$ cat src/rtl/control_unit_fsm.sv
// control_unit_fsm: start/fetch/decode/execute controller for the 8-bit accumulator DataPath.
// Define CU_ENTER_WAIT_EN to make INPUT wait for the operator enter key.
module control_unit_fsm #(
  parameter int OP_W = 3,
  parameter int ST_W = 4
) (
  input  logic            clk,
  input  logic            clear,
  input  logic [OP_W-1:0] IR75,
  input  logic            Aeq0,
  input  logic            Apos,
  input  logic            enter,
  output logic            IRload,
  output logic            JMPmux,
  output logic            PCload,
  output logic            Meminst,
  output logic            MemWr,
  output logic [1:0]      Asel,
  output logic            Aload,
  output logic            Sub,
  output logic            halted,
  output logic [ST_W-1:0] state
);
  typedef enum logic [ST_W-1:0] {
    START  = 4'b0000,
    FETCH  = 4'b0001,
    DECODE = 4'b0010,
    LOAD   = 4'b1000,
    STORE  = 4'b1001,
    ADD    = 4'b1010,
    SUB    = 4'b1011,
    INPUT  = 4'b1100,
    JZ     = 4'b1101,
    JPOS   = 4'b1110,
    HALT   = 4'b1111
  } state_t;
  state_t cur;
`ifdef CU_ENTER_WAIT_EN
  logic in_done;
  assign in_done = enter;
`else
  logic in_done, unused_enter;
  assign in_done = 1'b1;
  assign unused_enter = enter;
`endif
  always_ff @(posedge clk) begin
    if (clear) cur <= START;
    else
      case (cur)
        START:   cur <= FETCH;
        FETCH:   cur <= DECODE;
        DECODE:  cur <= state_t'({1'b1, IR75});
        INPUT:   cur <= in_done ? START : INPUT;
        HALT:    cur <= HALT;
        default: cur <= START;
      endcase
  end
  always_comb begin
    {IRload, JMPmux, PCload, Meminst, MemWr, Asel, Aload, Sub, halted} = '0;
    if (!clear)
      case (cur)
        FETCH:  begin IRload = 1'b1; PCload = 1'b1; end
        DECODE: Meminst = 1'b1;
        LOAD:   begin Meminst = 1'b1; Asel = 2'd2; Aload = 1'b1; end
        STORE:  begin Meminst = 1'b1; MemWr = 1'b1; end
        ADD:    begin Meminst = 1'b1; Aload = 1'b1; end
        SUB:    begin Meminst = 1'b1; Aload = 1'b1; Sub = 1'b1; end
        INPUT:  begin Asel = 2'd1; Aload = in_done; end
        JZ:     begin JMPmux = 1'b1; PCload = Aeq0; end
        JPOS:   begin JMPmux = 1'b1; PCload = Apos; end
        HALT:   halted = 1'b1;
        default: ;
      endcase
  end
  assign state = cur;
endmodule

$ cat config.mk
export PLATFORM = sky130hd
export DESIGN_NAME = control_unit_fsm
export DESIGN_NICKNAME = d
export VERILOG_FILES = /design/src/rtl/control_unit_fsm.sv
export SDC_FILE = /design/constraint.sdc
export NUM_CORES = 1
export LEC_CHECK = 0
export ABC_AREA = 0
export CELL_PAD_IN_SITES_DETAIL_PLACEMENT = 1
export CELL_PAD_IN_SITES_GLOBAL_PLACEMENT = 2
export CORE_AREA = 2 2 39 41
export CTS_BUF_LIST = sky130_fd_sc_hd__clkbuf_4 sky130_fd_sc_hd__clkbuf_8
export DETAILED_ROUTE_END_ITERATION = 8
export DIE_AREA = 0 0 41 43
export DONT_BUFFER_PORTS = 1
export GPL_TIMING_DRIVEN = 0
export PLACE_DENSITY = 0.59
export SYNTH_ARGS = -nofsm -noshare
export SYNTH_HDL_FRONTEND = slang
export SYNTH_SLANG_ARGS = --single-unit
$ cat constraint.sdc
create_clock -name clk -period 1.37 [get_ports clk]
set_input_delay 0.274 -clock clk [delete_from_list [all_inputs] [get_ports clk]]
set_output_delay 0.274 -clock clk [all_outputs]
set_load 0.02 [all_outputs]
==> impl_metrics.tcl <==
set metrics [dict create \
    required_ps 1100 \
    wl_per_cell_um 14.7 \
    antenna_found_initial 0 \
    n_fill_cell 160 \
    setup_ws_ps -234 \
    total_power_uw 538 \
    maxCapViolations 0 \
    dieArea_um2 1760 \
    status "finished, violations left" \
    drt_pre_antenna_iters 2 \
    crit_family "flip-flops" \
    ys_seq_elements 4 \
    area_delta_synth_final_pct 97.5 \
    setup.worst_path.class "flip-flop to output pin" \
    ir_worst_vdd_mv 0.531 \
    p_per_area_nw_per_um2 895 \
    max_freq_ghz 0.623 \
    core-area_um2 1380 \
    setup_viol 10 \
    cts_inserted_buffers 3 \
    antennaDiodeCount 0 \
    track_usage_pct 14.0 \
    die-width_um 41 \
    pre_cts_slack_ps -216 \
    io_pins 22 \
    root_buffer "clkbuf_4" \
    dp.cells 56 \
    largest_reg_flops 4 \
    critPathBufInv 2 \
    finalNetCount 62 \
    grt_pass1_vias 370 \
    placed_cell_area_um2 368 \
    clockBufferDepth 2 \
    vias 342 \
    hold_class "primary input to flip-flop" \
    synth.yosys.seq_area_share_pct 26.3 \
    period_needed_ps 1600 \
    violations "negative setup slack" \
    drt_iter0_markers 3 \
    cp_slowest_cell "dfxtp_4" \
    drive_gt1_share_pct 73.1 \
    gp_congestion 0.713 \
    syn_inst 40 \
    row_count 14 \
    start_kind "flip-flop" \
    drc 0 \
    instances_no_fill 68 \
    p_leak_nw 0.206 \
    syn_avg_cell_area_um2 7.60 \
    hold_viol 0 \
    clk_pin_slew_ps 40 \
    grt_max_degree 10 \
    slew_headroom_pct 70.8 \
    grt_first_pass_wirelength_mm 1.63 \
    drt_wl_total_um 999 \
    cp-end-kind "output pin" \
    htree_levels 1 \
    synth_fp_nets 48 \
    fin_skew_ps 5.42 \
    tightest_slew_ps 437 \
    cp.arrival_ps 1330 \
    antenna_left 0 \
    die_y_um 43 \
    fin_area_um2 601 \
    cp_cell_sequence "buf_8 > nor2b_4 > buf_6 > a2111oi_4" \
    cts_tree "built" \
    timing.final.crit_share_pct 117 \
    clock_sinks 4 \
    maxSlewViolCount 0 \
    synth_cell_type_count 25 \
    crit_fanout 5 \
    start_util_pct 22.0 \
    syn_area_um2 304 \
    dp_hpwl_um 698 \
    slowest_delay_ps 360 \
    setup_tns_ps -1490 \
    yosys_warnings 0 \
    clk_latency_ps 230 \
    routed_via_density 5.03 \
    grt.overflow.total 0 \
    port-buffer-count 0 \
    rsz0062_at_grt "true" \
]
[Yosys cell counts]
cell type | count | area (um^2)
buf_2 | 1 | 5.00
inv_1 | 2 | 7.51
and3_1 | 1 | 6.26
buf_6 | 1 | 11.3
nand4_1 | 1 | 6.26
nor2b_1 | 1 | 6.26
o21a_1 | 1 | 7.51
nand3b_1 | 2 | 15.0
nand3_1 | 2 | 10.0
a31oi_1 | 1 | 6.26
and2b_1 | 1 | 7.51
a21oi_1 | 2 | 10.0
nand2b_1 | 1 | 6.26
nor2b_4 | 1 | 13.8
nor3_1 | 2 | 10.0
o21ba_2 | 1 | 10.0
nor2_1 | 6 | 22.5
nor3_2 | 1 | 10.0
a22oi_1 | 1 | 7.51
o22ai_1 | 1 | 6.26
a2111oi_2 | 1 | 15.0
buf_4 | 1 | 7.51
dfxtp_1 | 4 | 80.1
o21ai_0 | 1 | 5.00
nand2_1 | 3 | 11.3
[cell usage in the layout (no fill, tap or decap), types with 2 or more instances in the layout]
master / n
buf_6: 5
buf_8: 2
dfxtp_4: 4
nor2_4: 4
nor3_4: 3
nand2_4: 2
clkbuf_4: 3
inv_1: 2
nand3b_1: 2
buf_4: 4
a21oi_1: 2
nand3_1: 2
[kinds of logic (layout without fill, tap and decap cells)]
logic type	Yosys count	count (layout)	share of synthesized area (%)
DFF	4	4	26.3
AOI/OAI and AO/OA	9	9	22.2
buffers and inverters	5	17	10.3
and+or+nand+nor	22	22	41.2
[per-stage QoR]
step,hold WS (ps),util (%)
3_3_place_gp,341,26.6
2_1_floorplan,336,-
5_1_grt,76.9,43.4
3_5_place_dp,344,26.6
6_report,96.0,43.4
4_1_cts,89.5,40.2
[metal layers]
layer	GRT usage, %	share of wire, %
met1	13.5	38
met2	23.8	54
met3	9.42	8.4
met4	2.00	0
met5	0	0
[worst reg2reg max path, cell delays in order, from the launching register on]
cell and delay (ps):
dfxtp_4 360, buf_8 120, buf_4 120, buf_6 130
buf_6 120, nor3_4 140, o21ai_0 110, a21oi_1 150
[layout make-up]
type	count	area, um^2	share of cell area, %
multi-input cells	31	319	53.1
repair buffers	9	86.3	14.4
plain buffers	3	50.0	8.33
clock buffers	3	22.5	3.75
flip-flops and latches	4	95.1	15.8
well taps	16	20.0	3.33
inverters	2	7.51	1.25
[worst paths after layout]
path | startpoint | to | slack [ps] | cells after the start
worst min register to register | state[2]$_SDFF_PP0_ | state[0]$_SDFF_PP0_ | 630 | 2
worst min-delay path | clear | state[1]$_SDFF_PP0_ | 100 | 1
worst max-delay path | state[0]$_SDFF_PP0_ | Aload | -230 | 4
worst max register to register | state[0]$_SDFF_PP0_ | state[0]$_SDFF_PP0_ | 40 | 7
[what timing repair did]
item | 4_1_cts | 5_1_grt
hold buffers | 0 | 0
buffers inserted | 7 | 2
pin swaps | 3 | 10
endpoints found under the setup margin | 10 | 12
gates resized for setup | 33 | 7
[power by group]
part | total [mW] | internal (mW) | leakage [nW] | switching (mW)
Clock | 0.143 | 0.0977 | 0.0138 | 0.0452
Sequential | 0.152 | 0.127 | 0.0356 | 0.0249
Combinational | 0.243 | 0.124 | 0.156 | 0.119
Total | 0.538 | 0.348 | 0.206 | 0.189
(Power assumes the default switching activity.)
